### src/rtl/b32to128_ctrl.sv
// Sequencer for the 32-to-128-bit packer: counts accepted host words, drives the
// packer enable/index and holds the completed block on a valid/ready handshake.
module b32to128_ctrl #(
    parameter int CNT_W = 16
) (
    input  logic             clock,
    input  logic             reset,
    input  logic             flush,
    input  logic             in_valid,
    output logic             in_ready,
    output logic             pk_enable,
    output logic [1:0]       pk_nr,
    output logic             out_valid,
    input  logic             out_ready,
    output logic [1:0]       wcnt,
    output logic             busy,
    output logic [CNT_W-1:0] blk_count
);

    logic [1:0]       wcnt_q, wcnt_d;
    logic             out_valid_q, out_valid_d;
    logic [CNT_W-1:0] blk_count_q, blk_count_d;
    logic             accept;
    logic             consume;

    // The 4th word would overwrite dataOut, so it waits for the pending block to
    // leave; out_ready is deliberately kept out of this term.
    assign in_ready  = !flush && !((wcnt_q == 2'd3) && out_valid_q);
    assign accept    = in_valid && in_ready;
    assign consume   = out_valid_q && out_ready;

    assign pk_enable = accept;
    assign pk_nr     = wcnt_q;
    assign wcnt      = wcnt_q;
    assign out_valid = out_valid_q;
    assign blk_count = blk_count_q;
    assign busy      = (wcnt_q != 2'd0) || out_valid_q;

    always_comb begin
        wcnt_d      = wcnt_q;
        out_valid_d = out_valid_q;
        blk_count_d = blk_count_q;
        if (flush) begin
            wcnt_d      = 2'd0;
            out_valid_d = 1'b0;
        end else begin
            if (accept) begin
                wcnt_d = wcnt_q + 2'd1;
            end
            // Completion and consumption cannot coincide: the 4th word is only
            // accepted while out_valid is low.
            if (accept && (wcnt_q == 2'd3)) begin
                out_valid_d = 1'b1;
            end else if (consume) begin
                out_valid_d = 1'b0;
            end
            if (consume) begin
                blk_count_d = blk_count_q + 1'b1;
            end
        end
    end

    always_ff @(posedge clock or negedge reset) begin
        if (!reset) begin
            wcnt_q      <= 2'd0;
            out_valid_q <= 1'b0;
            blk_count_q <= '0;
        end else begin
            wcnt_q      <= wcnt_d;
            out_valid_q <= out_valid_d;
            blk_count_q <= blk_count_d;
        end
    end

endmodule

### config.mk
export PLATFORM = sky130hd
export DESIGN_NAME = b32to128_ctrl
export DESIGN_NICKNAME = d
export VERILOG_FILES = /design/src/rtl/b32to128_ctrl.sv
export SDC_FILE = /design/constraint.sdc
export NUM_CORES = 1
export LEC_CHECK = 0
export CORE_AREA = 10 10 60 62
export DETAILED_ROUTE_END_ITERATION = 10
export DIE_AREA = 0 0 70 72
export PLACE_DENSITY = 0.67
export RECOVER_POWER = 25
export SYNTH_ARGS = -nofsm -noshare
export SYNTH_HDL_FRONTEND = slang
export SYNTH_SLANG_ARGS = --single-unit
### constraint.sdc
create_clock -name clock -period 3.5 [get_ports clock]
set_input_delay 0.35 -clock clock [delete_from_list [all_inputs] [get_ports clock]]
set_output_delay 0.35 -clock clock [all_outputs]
set_load 0.01 [all_outputs]
==> summary.txt, run 1 <==
hold_ws: 472 ps
Sequential Area: 475 um2
fin crit share: 0.654
final net count: 124
# hold bufs at CTS: 0
Max-Cap Viols: 0
Area Growth Syn to Fin: 35.6%
total track usage: 0.0822
Post-Route WL: 2050 um
crit-path max cell delay: 540 ps
CTS Buf Count: 3
vias in the first global route: 691
Die Area: 5040 um2
Final Util: 0.515
critical-path maximum fanout: 6
post-placement cell count: 141
VDD IR-drop max: 161 uV
Mapped Cells: 85
Clk pin slew, worst setup/hold paths: 110 ps
initial antenna violation count: 0
relative slew slack: 0.423
status: finished clean
CTS tree: yes
post-cts sizing count: 0
register area share after synthesis: 0.514
Startpoint Class: register
placed wire-length estimate: 1640 um
drc violations: 0
# diodes: 0
Worst Path Arrival: 1940 ps
Placer Congestion: 0.726
P per Cell Area: 319 nW/um2
Die H: 72 um
CTS max path bufs: 2
CTS sink cnt: 19
PortBufs: 28
DR vias: 710
max-slew violations: 0
Worst Max-Slew Pin Slew: 862 ps
Mapped Avg Cell Area: 10.9 um2
maximum clock rate: 437 MHz
Worst Setup End Kind: primary output
post-synth net total: 93
Fin. Hold Viols: 0
Synth Warn #: 0
delay-heaviest family, CP: buffers and inverters
share of cells above drive strength 1: 0.0609
row cnt: 18
Routed Antenna Nets: 0
largest net degree at the start of global routing: 20
# H-tree levels: 1
DR WL/cell: 14.1 um
die width: 70 um
RSZ-0062 raised after global routing: no
met3 Resource Use GR: 0.0531
Yosys reg bits: 19
min Tclk post-route: 2290 ps
postcts setup bufs: 0
WP buf/inv: 2
CORE AREA: 2430 um2
fill count: 247
Worst Hold Class: register to register
Critical Setup Path Class: register to primary output
final-report setup violation count: 0
Most Crowded Layer GR: met2
Initial Util: 0.380
Leak: 0.568 nW
global-route wire length before repair: 3420 um
WP data required: 3150 ps
Crit-path slowest cell: clkdlybuf4s50_1
vias per cell: 4.90
crit path cell chain: ha_1 > a21oi_1 > nand2_1 > inv_1 > clkdlybuf4s50_1
met1 usage: 0.0915
root buffer cell: clkbuf_4
clock skew: 5.42 ps
drt pass-1 iters: 2
Final Total Pwr: 399 uW
Post-Syn Area: 925 um2
post-synthesis cell type count: 23
DRT iter0 DRCs: 26
final cell count without fillers: 145
grt met2 use: 0.125
Multi-input gate area: 419 um2
Remaining Overflow, GRT: 0
clock latency on the worst-skew pair: 290 ps
Fin Setup TNS: 0 ps
Top-Level Pins: 29
==> state kept, by name (all words and copies together), names as in the netlist <==
register   count
blk_count     16
pk_nr          2
out_valid      1
==> synthesized netlist by cell type (all sizes together) <==
cell	count	share of area
a21oi	1	0.0054
and3	3	0.020
and3b	1	0.0095
and4	1	0.0095
and4b	1	0.011
buf	2	0.016
dfrtp	19	0.51
ha	3	0.041
inv	4	0.016
mux2	1	0.012
nand2	11	0.045
nand2b	1	0.0068
nand3	7	0.043
nand3b	2	0.016
nand4	4	0.027
nor2	5	0.020
nor3	1	0.018
nor4	1	0.014
o21ai	1	0.0054
o31ai	1	0.0081
xnor2	11	0.10
xor2	4	0.038
==> cell type report <==
class	count	share of cell area
clock buffer	4	0.0210
inverter	4	0.0120
multi-input combinational	60	0.334
sequential	19	0.379
tap	30	0.0299
timing repair buffer	28	0.224
==> power by group <==
part | leakage, nW | total, mW | switching, mW | internal, mW
combinational | 0.295 | 0.0555 | 0.0246 | 0.0308
sequential | 0.258 | 0.235 | 0.00955 | 0.225
clock | 0.0150 | 0.109 | 0.0647 | 0.0443
==> kinds of logic after synthesis <==
logic type      share of synthesized area
mux                                0.0122
buf+inv                            0.0325
fa+ha+maj                          0.0406
xor+xnor                            0.142
simple gates                        0.240
compound gates                     0.0189
flops                               0.514
==> final timing paths <==
check                               from            end  slack, ps  cells after the start
min reg2reg                blk_count[15]  blk_count[15]        470                      1
max                             pk_nr[0]      pk_enable       1210                      5
max reg2reg                    out_valid  blk_count[13]       2110                      4
min in group asynchronous          reset  blk_count[10]        610                      1
max in group asynchronous          reset   blk_count[7]       2360                      1
min                        blk_count[15]  blk_count[15]        470                      1
==> through the flow <==
step	instance area (um2)	worst slack, ps
floorplan	925	1960
global placement	1230	1390
detailed placement	1230	1340
CTS	1250	1200
global route	1250	1090
finish	1250	1210
==> layer usage <==
layer  up-vias  routed length, um
met5         -                  0
met4         0                 24
met3         2                262
met2        28                844
met1       330                917
li1        350                  -
==> placed cells by master (no fill, tap or decap), types with 4 or more instances in the layout <==
cell type	instances
nand2_1	11
nand4_1	4
nor2_1	5
xnor2_1	11
inv_1	4
xor2_1	4
clkdlybuf4s50_1	26
dfrtp_1	19
nand3_1	6
(Power assumes the default switching activity.)
==> run 2: changes to the inputs <==
--- a/config.mk
+++ b/config.mk
@@ -8,7 +8,7 @@
 export CORE_AREA = 10 10 60 62
 export DETAILED_ROUTE_END_ITERATION = 10
 export DIE_AREA = 0 0 70 72
-export PLACE_DENSITY = 0.67
+export PLACE_DENSITY = 0.7
 export RECOVER_POWER = 25
 export SYNTH_ARGS = -nofsm -noshare
 export SYNTH_HDL_FRONTEND = slang
==> constraint.sdc (replaced) <==
create_clock -name clock -period 1.97 [get_ports clock]
set_input_delay 0.197 -clock clock [delete_from_list [all_inputs] [get_ports clock]]
set_output_delay 0.197 -clock clock [all_outputs]
set_load 0.01 [all_outputs]
==> run 2 against run 1 <==
Worst hold slack improved by 1.1 ps. First-iteration DRC count down 27%. Total power up 79%. Die area unchanged. Sequential share of layout area shrank 0.41 points. Count of clock-buffer cells in the layout unchanged. Clock power rose by 79%. Combinational power up 87%. Register-to-register slack got worse by 1600 ps. Sequential power is 77% higher.
==> summary.txt, run 2 (same netlist as run 1, synthesis figures left out) <==
DR WL/cell: 14.2 um (+0.37%)
CORE AREA: 2430 um2 (unchanged)
root buffer cell: clkbuf_4
fin crit share: 0.951
Max-Cap Viols: 0 (unchanged)
post-placement cell count: 142 (+0.71%)
CTS sink cnt: 19 (unchanged)
Clk pin slew, worst setup/hold paths: 100 ps (about the same)
drc violations: 0 (unchanged)
max-slew violations: 0 (unchanged)
Routed Antenna Nets: 0 (unchanged)
commonest non-fill, non-tap cells in the layout: clkdlybuf4s50_1 (26), dfrtp_1 (19), nand2_1 (11), xnor2_1 (11), nand3_1 (6)
CTS Buf Count: 3 (unchanged)
Die Area: 5040 um2 (unchanged)
Worst Setup End Kind: primary output
DR vias: 733 (+3.2%)
row cnt: 18 (unchanged)
drt pass-1 iters: 4 (+2)
DRT iter0 DRCs: 19 (-27%)
Fin Setup TNS: 0 ps (unchanged)
Worst Path Arrival: 1680 ps (-260 ps)
# H-tree levels: 1 (unchanged)
commonest non-fill, non-tap cell in the layout: clkdlybuf4s50_1
post-place setup slack: 50.6 ps (-1290 ps)
Area Growth Syn to Fin: 37.1%
crit path cell chain: ha_1 > a21oi_2 > clkdlybuf4s50_1
clock skew: 1.54 ps (-3.89 ps)
Startpoint Class: register
clock latency on the worst-skew pair: 290 ps (about the same)
Initial Util: 0.380 (unchanged)
CTS tree: yes
hold_ws: 473 ps (+1.12 ps)
maximum clock rate: 534 MHz
vias in the first global route: 737 (+6.7%)
RSZ-0062 raised after global routing: no
Post-Route WL: 2090 um (+1.8%)
global-route wire length before repair: 3450 um (+0.82%)
Worst Hold Class: register to register
Crit-path slowest cell: clkdlybuf4s50_1
critical-path maximum fanout: 4 (-2)
initial antenna violation count: 0 (unchanged)
share of cells above drive strength 1: 0.0769 (+0.0161)
VDD IR-drop max: 335 uV (+110%)
# diodes: 0 (unchanged)
Remaining Overflow, GRT: 0 (unchanged)
Critical Setup Path Class: register to primary output
Placer Congestion: 0.744 (+2.5%)
status: finished clean
PortBufs: 28 (unchanged)
Top-Level Pins: 29 (unchanged)
CTS max path bufs: 2 (unchanged)
delay-heaviest family, CP: buffers and inverters
P per Cell Area: 564 nW/um2 (+77%)
largest net degree at the start of global routing: 20 (unchanged)
WP data required: 1770 ps (-1380 ps)
min Tclk post-route: 1870 ps
Worst Max-Slew Pin Slew: 1020 ps (+162 ps)
vias per cell: 4.99 (+1.8%)
relative slew slack: 0.317 (-0.106)
crit-path max cell delay: 570 ps (+30 ps)
placed wire-length estimate: 1640 um (+0.20%)
final-report setup violation count: 0 (unchanged)
die width: 70 um (unchanged)
setup ws final: 97.4 ps (-1110 ps)
final cell count without fillers: 147 (+1.4%)
Die H: 72 um (unchanged)
Fin. Hold Viols: 0 (unchanged)
Leak: 0.577 nW (+1.6%)
max reg flops: 16 (unchanged)
final net count: 126 (+1.6%)
WP buf/inv: 1 (-1)
total track usage: 0.0807 (-0.00152)
run 2: cell types whose count changed in the layout (fill, tap and decap cells not counted), sizes merged:
| cell | before | now |
|---|---|---|
| buf | 0 | 1 |
| dlygate4sd2 | 0 | 1 |
| dlygate4sd3 | 2 | 1 |
| clkbuf | 4 | 5 |
run 2: cell type report:
class / instances / area, um2
Multi-Input combinational cell: 60 / 423
Timing Repair Buffer: 30 / 290
Inverter: 4 / 15.0
Tap cell: 30 / 37.5
Fill cell: 239 / 1160
Sequential cell: 19 / 475
Clock buffer: 4 / 26.3
run 2: path summary, 6_finish.rpt:
path | start | end | slack, ps | cells after the start
setup / recovery | pk_nr[1] | in_ready | 100 | 3
hold / removal | blk_count[15] | blk_count[15] | 470 | 1
setup reg to reg | out_valid | blk_count[13] | 530 | 4
hold reg to reg | blk_count[15] | blk_count[15] | 470 | 1
max in group asynchronous | reset | blk_count[0] | 760 | 2
min in group asynchronous | reset | blk_count[10] | 610 | 2
run 2: through the flow:
stage | util | cell area (um2) | power [mW]
6_report | 0.521 | 1270 | 0.715
5_1_grt | 0.521 | 1270 | 0.747
4_1_cts | 0.523 | 1270 | 0.729
3_5_place_dp | 0.508 | 1230 | 0.527
3_3_place_gp | 0.508 | 1230 | 0.525
2_1_floorplan | - | 925 | 0.463
run 2: where the power goes:
| group | leakage [nW] | switching (mW) | total [mW] | internal (mW) |
|---|---|---|---|---|
| sequential | 0.258 | 0.0155 | 0.416 | 0.401 |
| clock | 0.0150 | 0.116 | 0.195 | 0.0788 |
| combinational | 0.305 | 0.0468 | 0.104 | 0.0576 |
| total | 0.577 | 0.178 | 0.715 | 0.537 |
run 2: worst reg2reg max path: stages, from the launching register on:
cell      delay [ps]
dfrtp_1          480
nand3b_1         230
nor3_4           340
nand4_1          150
xnor2_1          150
run 2: routing by layer:
metal,vias to the layer above,track usage,routed length (um)
met5,-,0,0
met1,351,0.0888,843
met4,0,0.0197,19
li1,352,-,-
met3,2,0.0517,276
met2,28,0.128,946
run 2: timing repair:
| action | in CTS | in global routing |
|---|---|---|
| endpoints found under the setup margin | 2 | 0 |
| hold buffers | 0 | 0 |
| resized for setup | 2 | 0 |
| setup buffers | 1 | 0 |
==> run 3: changes to the inputs <==
--- a/config.mk
+++ b/config.mk
@@ -5,10 +5,12 @@
 export SDC_FILE = /design/constraint.sdc
 export NUM_CORES = 1
 export LEC_CHECK = 0
-export CORE_AREA = 10 10 60 62
+export CELL_PAD_IN_SITES_DETAIL_PLACEMENT = 0
+export CELL_PAD_IN_SITES_GLOBAL_PLACEMENT = 1
+export CORE_AREA = 10 10 67 69
 export DETAILED_ROUTE_END_ITERATION = 10
-export DIE_AREA = 0 0 70 72
-export PLACE_DENSITY = 0.7
+export DIE_AREA = 0 0 77 79
+export PLACE_DENSITY_LB_ADDON = 0.1
 export RECOVER_POWER = 25
 export SYNTH_ARGS = -nofsm -noshare
 export SYNTH_HDL_FRONTEND = slang
==> run 3 against run 2 <==
Worst hold slack better by 6.3 ps. Cell count up 12%. Clock skew about the same. Sequential cell count unchanged. Sequential power about the same. Total power up 2.9%. Register-to-register slack about the same. Combinational power up 5%. Count of clock-buffer cells in the layout unchanged. Global-route usage down 0.10 points. Via count down 2.7%. Critical path type unchanged.
==> summary.txt, run 3 (same netlist as run 1, synthesis figures left out) <==
Fin Setup TNS: 0 ps (unchanged)
# H-tree levels: 1 (unchanged)
post-place setup slack: 58.4 ps (+7.84 ps)
commonest non-fill, non-tap cells in the layout: clkdlybuf4s50_1 (25), dfrtp_1 (19), nand2_1 (11), xnor2_1 (11), nand3_1 (6)
R2R Path Start: out_valid
Placer Congestion: 0.809 (+8.7%)
DRT iter0 DRCs: 38 (+19)
setup ws final: 120 ps (+22.6 ps)
CTS tree: yes
drt pass-1 iters: 4 (unchanged)
vias per cell: 4.35 (-13%)
Critical Setup Path Class: register to primary output
fin crit share: 0.939 (-0.0115)
clock skew: 1.31 ps (-0.230 ps)
Clk pin slew, worst setup/hold paths: 120 ps (+20 ps)
Worst Setup End Kind: primary output
FF-to-FF End: blk_count[13]
drc violations: 0 (unchanged)
Routed Antenna Nets: 0 (unchanged)
commonest non-fill, non-tap cell in the layout: clkdlybuf4s50_1
Fin. Hold Viols: 0 (unchanged)
Remaining Overflow, GRT: 0 (unchanged)
placed wire-length estimate: 1700 um (+3.6%)
DR vias: 713 (-2.7%)
flop2flop setup slack: 520 ps (about the same)
share of cells above drive strength 1: 0.0847 (+0.00782)
VDD IR-drop max: 174 uV (-48%)
hold_ws: 479 ps (+6.34 ps)
maximum clock rate: 541 MHz (+1.2%)
Worst Hold Class: register to register
Leak: 0.592 nW (+2.5%)
Worst Max-Slew Pin Slew: 1090 ps (+65.8 ps)
max-slew violations: 0 (unchanged)
Top-Level Pins: 29 (unchanged)
fill count: 331 (+38%)
row cnt: 21 (+3)
CTS Buf Count: 3 (unchanged)
post-placement cell count: 158 (+11%)
final cell count without fillers: 164 (+12%)
Worst Hold Endpoint: blk_count[15]
die width: 77 um (+10%)
critical-path maximum fanout: 5 (+1)
Startpoint Class: register
Area Growth Syn to Fin: 40.3%
Die Area: 6080 um2 (+21%)
# diodes: 0 (unchanged)
CTS max path bufs: 2 (unchanged)
Initial Util: 0.286 (-0.0940)
DR WL/cell: 13.9 um (-1.8%)
total track usage: 0.0797 (-0.00101)
final net count: 127 (+0.79%)
hold path start: blk_count[15]
WHS Path Cells: 1 (unchanged)
RSZ-0062 raised after global routing: no
Die H: 79 um (+9.7%)
P per Cell Area: 567 nW/um2 (+0.52%)
WP data required: 1770 ps (about the same)
largest net degree at the start of global routing: 20 (unchanged)
min Tclk post-route: 1850 ps (-22.6 ps)
max reg flops: 16 (unchanged)
CTS sink cnt: 19 (unchanged)
PortBufs: 28 (unchanged)
relative slew slack: 0.273 (-0.0439)
vias in the first global route: 792 (+7.5%)
Worst R2R Path Depth: 4 (unchanged)
Final Total Pwr: 736 uW (+2.9%)
global-route wire length before repair: 3930 um (+14%)
status: finished clean
CORE AREA: 3230 um2 (+33%)
Post-Route WL: 2290 um (+9.6%)
# hold bufs at CTS: 0 (unchanged)
initial antenna violation count: 0 (unchanged)
root buffer cell: clkbuf_4
Max-Cap Viols: 0 (unchanged)
final-report setup violation count: 0 (unchanged)
Worst Path Arrival: 1650 ps (-30 ps)
clock latency on the worst-skew pair: 300 ps (about the same)
[run 3: cell count changes in the layout (fill, tap and decap cells not counted)]
cell             delta
buf_4               +1
clkdlybuf4s50_1     -1
dlymetal6s2s_1      +1
[run 3: cell type report]
cell class	instances	area (um2)	share of cell area
Inverter	4	15.0	0.0116
Timing Repair Buffer	31	300	0.231
Clock buffer	4	26.3	0.0203
Tap cell	46	57.6	0.0444
Multi-Input combinational cell	60	423	0.326
Sequential cell	19	475	0.366
[run 3: per-layer routing]
metal / wire (um) / GRT usage / part of all wire
met1: 1050 / 0.100 / 0.46
met3: 198 / 0.0338 / 0.087
met2: 1010 / 0.117 / 0.44
met4: 30 / 0.0328 / 0.013
met5: 0 / 0 / 0
[run 3: how the worst max path moves through the flow]
stage	start	end	depth (start not counted)
global route	pk_nr[0]	busy	5
CTS	pk_nr[0]	in_ready	3
finish	pk_nr[0]	busy	5
detailed placement	flush	pk_enable	5
global placement	flush	pk_enable	5
floorplan	pk_nr[0]	pk_enable	4
[run 3: power breakdown]
group          internal, mW  total, mW  switching (mW)
clock network        0.0789      0.212           0.133
logic                0.0603      0.109          0.0485
registers             0.401      0.415          0.0147
[run 3: stage by stage]
step,util,cell area (um2)
finish,0.401,1300
CTS,0.402,1300
global route,0.401,1300
detailed placement,0.388,1250
global placement,0.388,1250
floorplan,-,925
[run 3: critical path: stages (launching register included)]
cell             delay (ps)
dfrtp_1                 390
buf_4                   140
inv_1                    40
ha_1                    180
nand2b_1                 70
clkdlybuf4s50_1         530
[run 3: repair_timing]
action | CTS | global route
buffers inserted | 2 | 0
cloned | 0 | 0
resized for setup | 2 | 1
endpoints found under the setup margin | 2 | 1
